[src/rtl/override_reg_bank.sv]
// rtl/override_reg_bank.sv - per-channel register bank with assign/deassign style override
//
// Purpose:
//   CHANNELS independent WIDTH-bit registers. Each one is normally loaded by wr_en/wr_data.
//   A channel can also be pinned to a live override source, either until ovr_clr or for a
//   programmed number of cycles. Writes that arrive while a channel is pinned are discarded
//   and flagged in a sticky per-channel bit.
//
// Ports:
//   clk, rst         rising-edge clock, synchronous active-high reset
//   wr_en, wr_data   per-channel normal write (lane c at [c*WIDTH +: WIDTH])
//   ovr_set, ovr_clr per-channel override request / release
//   ovr_src          live override value, same lane packing
//   ovr_hold_cycles  hold length captured on ovr_set, 0 = hold until ovr_clr
//   blocked_clr      zeroes every wr_blocked bit
//   q                register contents
//   ovr_active       channel is currently overridden
//   wr_blocked       sticky: a write to this channel was discarded
module override_reg_bank #(
    parameter int CHANNELS = 4,
    parameter int WIDTH    = 32,
    parameter int TIMER_W  = 16
) (
    input  logic                      clk,
    input  logic                      rst,
    input  logic [CHANNELS-1:0]       wr_en,
    input  logic [CHANNELS*WIDTH-1:0] wr_data,
    input  logic [CHANNELS-1:0]       ovr_set,
    input  logic [CHANNELS-1:0]       ovr_clr,
    input  logic [CHANNELS*WIDTH-1:0] ovr_src,
    input  logic [TIMER_W-1:0]        ovr_hold_cycles,
    input  logic                      blocked_clr,
    output logic [CHANNELS*WIDTH-1:0] q,
    output logic [CHANNELS-1:0]       ovr_active,
    output logic [CHANNELS-1:0]       wr_blocked
);

    typedef enum logic {
        ST_NORMAL   = 1'b0,
        ST_OVERRIDE = 1'b1
    } state_t;

    for (genvar c = 0; c < CHANNELS; c++) begin : g_chan
        state_t             state_q, state_d;
        logic [WIDTH-1:0]   reg_q, reg_d;
        logic [TIMER_W-1:0] timer_q, timer_d;
        logic               blk_q;
        logic               blk_ev;
        logic               release_ev;

        always_comb begin
            state_d = state_q;
            reg_d   = reg_q;
            timer_d = timer_q;
            blk_ev  = 1'b0;
            // A re-arm on the last held cycle reloads the timer instead of letting it expire;
            // an explicit ovr_clr always wins.
            release_ev = ovr_clr[c] || ((timer_q == TIMER_W'(1)) && !ovr_set[c]);

            case (state_q)
                ST_NORMAL: begin
                    if (ovr_set[c] && !ovr_clr[c]) begin
                        state_d = ST_OVERRIDE;
                        reg_d   = ovr_src[c*WIDTH +: WIDTH];
                        timer_d = ovr_hold_cycles;
                        blk_ev  = wr_en[c];
                    end else if (wr_en[c]) begin
                        reg_d = wr_data[c*WIDTH +: WIDTH];
                    end
                end
                ST_OVERRIDE: begin
                    if (release_ev) begin
                        // Register keeps the last forced value unless a write lands on this edge.
                        state_d = ST_NORMAL;
                        timer_d = '0;
                        if (wr_en[c]) begin
                            reg_d = wr_data[c*WIDTH +: WIDTH];
                        end
                    end else begin
                        reg_d  = ovr_src[c*WIDTH +: WIDTH];
                        blk_ev = wr_en[c];
                        if (ovr_set[c]) begin
                            timer_d = ovr_hold_cycles;
                        end else if (timer_q != '0) begin
                            timer_d = timer_q - TIMER_W'(1);
                        end
                    end
                end
                default: begin
                    state_d = ST_NORMAL;
                end
            endcase
        end

        always_ff @(posedge clk) begin
            if (rst) begin
                state_q <= ST_NORMAL;
                reg_q   <= '0;
                timer_q <= '0;
                blk_q   <= 1'b0;
            end else begin
                state_q <= state_d;
                reg_q   <= reg_d;
                timer_q <= timer_d;
                if (blk_ev) begin
                    blk_q <= 1'b1;
                end else if (blocked_clr) begin
                    blk_q <= 1'b0;
                end
            end
        end

        assign q[c*WIDTH +: WIDTH] = reg_q;
        assign ovr_active[c]       = (state_q == ST_OVERRIDE);
        assign wr_blocked[c]       = blk_q;
    end

endmodule

[config.mk]
export PLATFORM = sky130hd
export DESIGN_NAME = override_reg_bank
export DESIGN_NICKNAME = d
export VERILOG_FILES = /design/src/rtl/override_reg_bank.sv
export SDC_FILE = /design/constraint.sdc
export NUM_CORES = 1
export LEC_CHECK = 0
export CAP_MARGIN = 20
export CORE_MARGIN = 5
export CORE_UTILIZATION = 25
export CTS_CLUSTER_DIAMETER = 40
export DETAILED_ROUTE_END_ITERATION = 16
export PLACE_DENSITY_LB_ADDON = 0.08
export SLEW_MARGIN = 20
export SYNTH_ARGS = -nofsm -noshare
export SYNTH_HDL_FRONTEND = slang
export SYNTH_SLANG_ARGS = --single-unit
[constraint.sdc]
create_clock -name clk -period 3.15 [get_ports clk]
set_clock_uncertainty 0.2 [all_clocks]
set_input_delay 0.4725 -clock clk [delete_from_list [all_inputs] [get_ports clk]]
set_output_delay 0.4725 -clock clk [all_outputs]
set_load 0.05 [all_outputs]
==> run summary, run 1 <==
Run status - completed
Maximum number of pins on one net before global-route repair - 116
Power per cell area - 484 nW/µm²
Arrival @ worst endpoint - 2.96 ns
Starting density of the core - 25.3%
Slew Limit Headroom - 45.4%
Clk Tree Root Cell - clkbuf_16
Fraction of final layout cells with drive strength greater than 1 - 7.04%
Average size of a mapped cell - 8.67 µm²
Crit path required time - 3.29 ns
Cell taking the most area after synthesis - dfxtp_1
Final worst path period need - 2.82 ns
TritonCTS clock tree - yes
Slack of the worst reg-to-reg path - 0.33 ns
End point of the most critical hold path - g_chan[3].reg_q[12]
Transition time at the pin with the least slew margin - 0.819 ns
Final Hold Violating Endpoints - 0
Switching Share - 34.7%
Leading post-synthesis cells by cell area - dfxtp_1 (37%), mux2i_1 (12%), a211oi_1 (9.2%)
Kind of path behind the tightest hold check - primary input to register
Core ar. - 43100 µm²
Post-synthesis sequential area ratio - 36.8%
Power share of the sequential group - 36.8%
Max Cap Violations - 0
Start-to-end type of the worst setup path - register to register
End-of-flow core utilization - 38.1%
Number of synthesis warnings - 0
Combinational cell fraction of total power - 31.3%
Area fraction of the dominant cell type after synthesis - 36.8%
Number of global-route vias before repair - 11484
# nets final - 1929
Number of distinct library cell variants in the gate-level netlist after synthesis - 71
Vias after detailed routing - 11282
Clock sink count - 200
Die height - 219 µm
Worst Min Path Start - rst
Resized Gates After CTS - 0
Post-synthesis cell count - 1256
Post-synthesis sequential element count - 200
Gr usage total - 19.6%
Htree depth - 4
RD Place Congestion - 0.804
Antenna violations before repair - 8
Largest fanout of any net on the critical path - 33
Worst R2R Path Depth - 5
Number of antenna-violating nets in the routed design - 0
Average vias per placed instance - 5.05
Count of unresolved DRC violations after routing - 0
Count of buffers inserted at the top-level ports - 422
Cts bufs inserted - 17
Worst-path clk slew - 0.08 ns
RSZ-0062 raised after global routing - false
Total Routed Length - 48.2 mm
Capture instance of the worst register-to-register path - g_chan[0].reg_q[25]
Internal power component - 5180 µW
Asr flop ratio synth - 0%
Global-route wire length before repair - 71.7 mm
Overflow after GRT - 0
Setup TNS after final layout - 0 ns
Highest attainable clock frequency - 354 MHz
Number of synthesized flops with an enable pin - 0
Clk_lat worst skew - 0.49 ns
Cts-stage hold buffer count - 0
Final slew viol count - 0
Detailed-routing iteration count for the pre-antenna-repair pass - 4
Wire per inst - 21.6 µm
Placement row count - 76
Area growth syn-to-layout - 50.7%
Critical Path Source Type - register
Final setup viols - 0
Hold path cells - 2
Die Outline Area - 47800 µm²
Maximum buffer depth of the clock tree - 2
Combined area of all synthesized cells - 10900 µm²
First DRT Iteration DRCs - 586
Net Count, Synth - 1551
Switch Pwr - 2760 µW
HPWL Detailed - 34.9 mm
RR Startpoint - g_chan[0].timer_q[8]
Post-CTS Setup Inserts - 0
Width of the die - 219 µm
Clock Power Share - 31.9%
Type of destination of the critical path - register
Share of the clock period used by the worst path - 89.6%
Ports - 423
Predominant post-synthesis flop cell - dfxtp_1
Worst vdd ir - 0.000376 V
Leakage power of the design - 0.00614 µW
## stage by stage
step	hold WS [ns]	total power (µW)	cells	setup slack [ns]	instance area, µm²
after CTS	0.0744	8060	2232	0.292	16400
after global routing	0.0983	8340	2234	0.123	16400
after global placement	0.258	5470	2200	0.279	15800
final	0.111	7930	2234	0.328	16400
after floorplan	0.232	4420	1256	0.641	10900
after detailed placement	0.262	5460	2200	0.229	15800
## placed cells by master (no fill, tap or decap), types with 15 or more instances in the layout
cell,instances
a21oi_1,129
mux2i_1,131
dfxtp_1,200
clkbuf_16,17
nor3_1,58
nand2b_1,32
buf_4,46
o211ai_1,20
nand2_1,39
o32ai_1,20
a211oi_1,133
o21ai_0,49
clkdlybuf4s50_1,417
nor2_1,70
nor4_1,15
a31oi_1,16
inv_1,36
## state kept, by name, indices dropped and copies added, names as in the netlist
register,flops
g_chan.blk_q,4
g_chan.timer_q,64
g_chan.reg_q,128
g_chan.state_q,4
## critical path, stage by stage, from the launching register on
cell and delay, ns:
dfxtp_1 0.36, or4_1 0.67, nor4_4 0.58, a21oi_2 0.19
nor2_8 0.49, a211oi_1 0.17
## power by group through the flow
| stage | combinational, µW | sequential (µW) | clock (µW) |
|---|---|---|---|
| CTS | 2500 | 2920 | 2640 |
| finish | 2480 | 2920 | 2530 |
| global route | 2660 | 2960 | 2720 |
| floorplan | 977 | 3440 | 0 |
| global placement | 2490 | 2970 | 0 |
| detailed placement | 2490 | 2970 | 0 |
## final cells by class
class,count,area [µm²]
fillers,4357,26700
multi-input cells,904,6210
repair buffers,474,4670
flip-flops and latches,200,4000
well taps,585,732
clock buffers,18,439
clock inverters,14,209
inverters,37,139
diodes,2,5.00
## Yosys cell counts, types with 4 or more instances
master / count
nor4b_1: 5
a32o_1: 4
inv_1: 36
nand4_1: 12
ha_1: 8
and2_1: 4
buf_2: 15
o211ai_1: 20
o21ai_0: 49
or2_2: 4
a22oi_1: 12
buf_4: 11
nor3b_1: 4
dfxtp_1: 200
or3_1: 8
nand2_1: 39
nor3_1: 58
o32ai_1: 20
a211oi_1: 133
buf_1: 8
a31oi_1: 16
clkbuf_1: 74
a21oi_1: 129
mux2i_1: 131
xor2_1: 10
a221oi_1: 12
nand2b_1: 32
nand3_1: 11
nor2b_1: 9
or4_1: 11
xnor2_1: 14
buf_6: 7
nor4_1: 15
nor2_1: 70
a32oi_1: 6
nor4_2: 4
## metal layers
| metal | vias to the layer above | routed length [µm] | global-route usage [%] |
|---|---|---|---|
| met5 | - | 129 | 0.833 |
| met4 | 14 | 1390 | 7.39 |
| met3 | 76 | 3730 | 7.59 |
| met2 | 354 | 23000 | 32.1 |
| met1 | 5329 | 19900 | 23.3 |
| li1 | 5509 | - | - |
## how the worst max path moves through the flow
stage                         start                   to  slack [ns]  depth (start not counted)
2_1_floorplan  g_chan[2].timer_q[1]      g_chan[2].blk_q        0.64                          9
3_3_place_gp             ovr_set[0]  g_chan[0].reg_q[21]        0.28                          6
3_5_place_dp             ovr_set[0]  g_chan[0].reg_q[15]        0.23                          6
4_1_cts           g_chan[0].state_q        ovr_active[0]        0.29                          1
5_1_grt        g_chan[2].timer_q[1]   g_chan[2].reg_q[3]        0.12                          8
6_report       g_chan[0].timer_q[8]  g_chan[0].reg_q[25]        0.33                          5
## cell families (layout without fill, tap and decap cells)
logic type               count (synthesis)  in the layout  synth area share, %
AO/OA/AOI/OAI                          434            434                 26.6
XOR/XNOR                                24             24                 1.93
adder cells (fa/ha/maj)                  8              8                0.919
buffers and inverters                  152            543                 6.27
flip-flops                             200            200                 36.8
multiplexers                           132            132                 12.1
other                                    0              2                    0
AND/OR/NAND/NOR                        306            306                 15.4
(Power assumes the default switching activity.)
==> inputs of run 2 (changes only) <==
- SETUP_SLACK_MARGIN: unset -> 0.05
==> results of run 2 <==
No change in the layout: final DEF, timing and power equal those of run 1.
==> inputs of run 3 (changes only) <==
- CTS_CLUSTER_DIAMETER: 40 -> unset
- REMOVE_ABC_BUFFERS: unset -> 1
==> run 3 against run 2 <==
- first-iteration DRC count is 9.2% higher
- via count grew 0.66%
- count of clock-buffer cells in the layout rose by 3
- sequential share of layout area is 0.054 points lower
- worst setup slack improved by 0.058 ns
- final area rose by 0.22%
- wire length shrank 1.6%
- sequential power about the same
- critical path type unchanged
- combinational power about the same
- non-clock buffer count grew 4
- global-route usage fell by 0.29 points
==> run summary, run 3 (same netlist as run 1, synthesis figures left out) <==
Area growth syn-to-layout - 51.0%
Final Hold Violating Endpoints - 0 (unchanged)
Most common cell after layout, fill and taps aside - clkdlybuf4s50_1
Critical Path Source Type - register
RD Place Congestion - 0.804 (about the same)
Leakage power of the design - 0.00616 µW (+0.40%)
Starting density of the core - 25.3% (unchanged)
First DRT Iteration DRCs - 640 (+9.2%)
Hold path cells - 2 (unchanged)
# nets final - 1933 (+0.21%)
Filler cell count in the final layout - 4349 (-0.18%)
Arrival @ worst endpoint - 2.96 ns (about the same)
Total Routed Length - 47.4 mm (-1.6%)
Place WS - 0.243 ns (+0.0135 ns)
Vias after detailed routing - 11356 (+0.66%)
TritonCTS clock tree - yes
Worst vdd ir - 0.000390 V (+3.7%)
Overflow after GRT - 0 (unchanged)
Worst Min Path Start - rst
Flip-flop count of the largest register, all copies and words added - 128 (unchanged)
Die Outline Area - 47800 µm² (unchanged)
Ports - 423 (unchanged)
Antenna violations before repair - 4 (-4)
Final slew viol count - 0 (unchanged)
Share of the clock period used by the worst path - 87.7% (-1.8 points)
Maximum number of pins on one net before global-route repair - 91 (-22%)
Start-to-end type of the worst setup path - register to register
Placement row count - 76 (unchanged)
Die height - 219 µm (unchanged)
Highest-count cells in the layout ignoring fill and taps - clkdlybuf4s50_1 (417), dfxtp_1 (200), a211oi_1 (133)
Detailed-routing iteration count for the pre-antenna-repair pass - 5 (+1)
Htree depth - 4 (unchanged)
Number of global-route vias before repair - 11496 (+0.10%)
Global-route wire length before repair - 71.1 mm (-0.84%)
Run status - completed
Final worst path period need - 2.76 ns (-0.0579 ns)
Slew Limit Headroom - 41.5% (-3.9 points)
Count of unresolved DRC violations after routing - 0 (unchanged)
Number of antenna-violating nets in the routed design - 0 (unchanged)
Total design power - 7840 µW (-1.2%)
Worst R2R Path Depth - 5 (unchanged)
RSZ-0062 raised after global routing - false
Register containing the most flip-flops in the final layout - g_chan.reg_q
Capture instance of the worst register-to-register path - g_chan[0].reg_q[2]
Power per cell area - 477 nW/µm² (-1.4%)
Core ar. - 43100 µm² (unchanged)
Worst hold slack - 0.0949 ns (-0.0162 ns)
Clk_lat worst skew - 0.49 ns (about the same)
Gr usage total - 19.3% (-0.29 points)
Registers with the most flip-flops - g_chan.reg_q: 128 flops, g_chan.timer_q: 64 flops
Count of buffers inserted at the top-level ports - 422 (unchanged)
Transition time at the pin with the least slew margin - 0.878 ns (+0.0583 ns)
Clock sink count - 200 (unchanged)
Highest attainable clock frequency - 362 MHz (+2.1%)
Slack of the worst reg-to-reg path - 0.39 ns (+0.06 ns)
Worst-path clk slew - 0.07 ns (about the same)
Final worst slack - 0.386 ns (+0.0579 ns)
Final setup viols - 0 (unchanged)
End point of the most critical hold path - g_chan[0].blk_q
Crit path required time - 3.35 ns (+0.06 ns)
Clk Tree Root Cell - clkbuf_16
Cts bufs inserted - 17 (unchanged)
Post-CTS Setup Inserts - 0 (unchanged)
Wire per inst - 21.2 µm (-1.8%)
Fraction of final layout cells with drive strength greater than 1 - 7.27% (+0.23 points)
Largest fanout of any net on the critical path - 32 (-3.0%)
RR Startpoint - g_chan[0].timer_q[8]
Width of the die - 219 µm (unchanged)
HPWL Detailed - 34.5 mm (-1.1%)
Kind of path behind the tightest hold check - primary input to register
Maximum buffer depth of the clock tree - 2 (unchanged)
Average vias per placed instance - 5.07 (+0.48%)
Type of destination of the critical path - register
Max Cap Violations - 0 (unchanged)
run 3: through the flow:
| stage | area [µm²] | TNS (ns) | cells | utilization (%) |
|---|---|---|---|---|
| finish | 16400 | 0 | 2238 | 38.2 |
| CTS | 16400 | 0 | 2236 | 38.1 |
| detailed placement | 15800 | 0 | 2204 | 36.7 |
| global route | 16400 | 0 | 2237 | 38.2 |
| floorplan | 10300 | -0.0376 | 1141 | - |
| global placement | 15800 | 0 | 2204 | 36.7 |
run 3: worst max-delay path by stage:
stage / start / endpoint / slack [ns] / depth (start not counted)
2_1_floorplan: g_chan[2].timer_q[1] / g_chan[2].blk_q / -0.04 / 7
3_3_place_gp: ovr_set[0] / g_chan[0].reg_q[7] / 0.28 / 6
3_5_place_dp: ovr_set[1] / g_chan[1].reg_q[18] / 0.24 / 7
4_1_cts: g_chan[2].timer_q[1] / g_chan[2].reg_q[4] / 0.31 / 8
5_1_grt: g_chan[2].timer_q[1] / g_chan[2].reg_q[29] / 0.14 / 8
6_report: g_chan[0].timer_q[8] / g_chan[0].reg_q[2] / 0.39 / 5
run 3: where the power goes:
group / leakage (µW) / switching (µW) / internal, µW
Sequential: 0.00166 / 171 / 2750
Clock: 0.000301 / 1100 / 1330
Combinational: 0.00420 / 1430 / 1070
run 3: area by class of cell:
class / instances / area, µm² / area share (%)
Clock buffer: 21 / 480 / 2.92
Antenna cell: 2 / 5.00 / 0.0304
Inverter: 37 / 139 / 0.845
Clock inverter: 11 / 145 / 0.883
Timing Repair Buffer: 478 / 4730 / 28.8
Tap cell: 585 / 732 / 4.45
Multi-Input combinational cell: 904 / 6210 / 37.7
Sequential cell: 200 / 4000 / 24.4
run 3: layer usage:
| layer | vias up | share of wire (%) | track usage, % |
|---|---|---|---|
| li1 | 5530 | - | - |
| met1 | 5463 | 43 | 24.0 |
| met2 | 310 | 48 | 31.7 |
| met3 | 47 | 7.0 | 7.33 |
| met4 | 6 | 1.6 | 4.90 |
| met5 | - | 0.076 | 0 |
run 3: critical path: stages (launching register included):
cell	delay [ns]
dfxtp_1	0.36
or4_1	0.67
nor4_4	0.62
a21o_4	0.44
a21oi_1	0.12
a211oi_1	0.24
run 3: repair_timing:
| action | in CTS | in global routing |
|---|---|---|
| endpoints found under the setup margin | 0 | 1 |
| resized for setup | 0 | 1 |
| hold buffers | 0 | 0 |
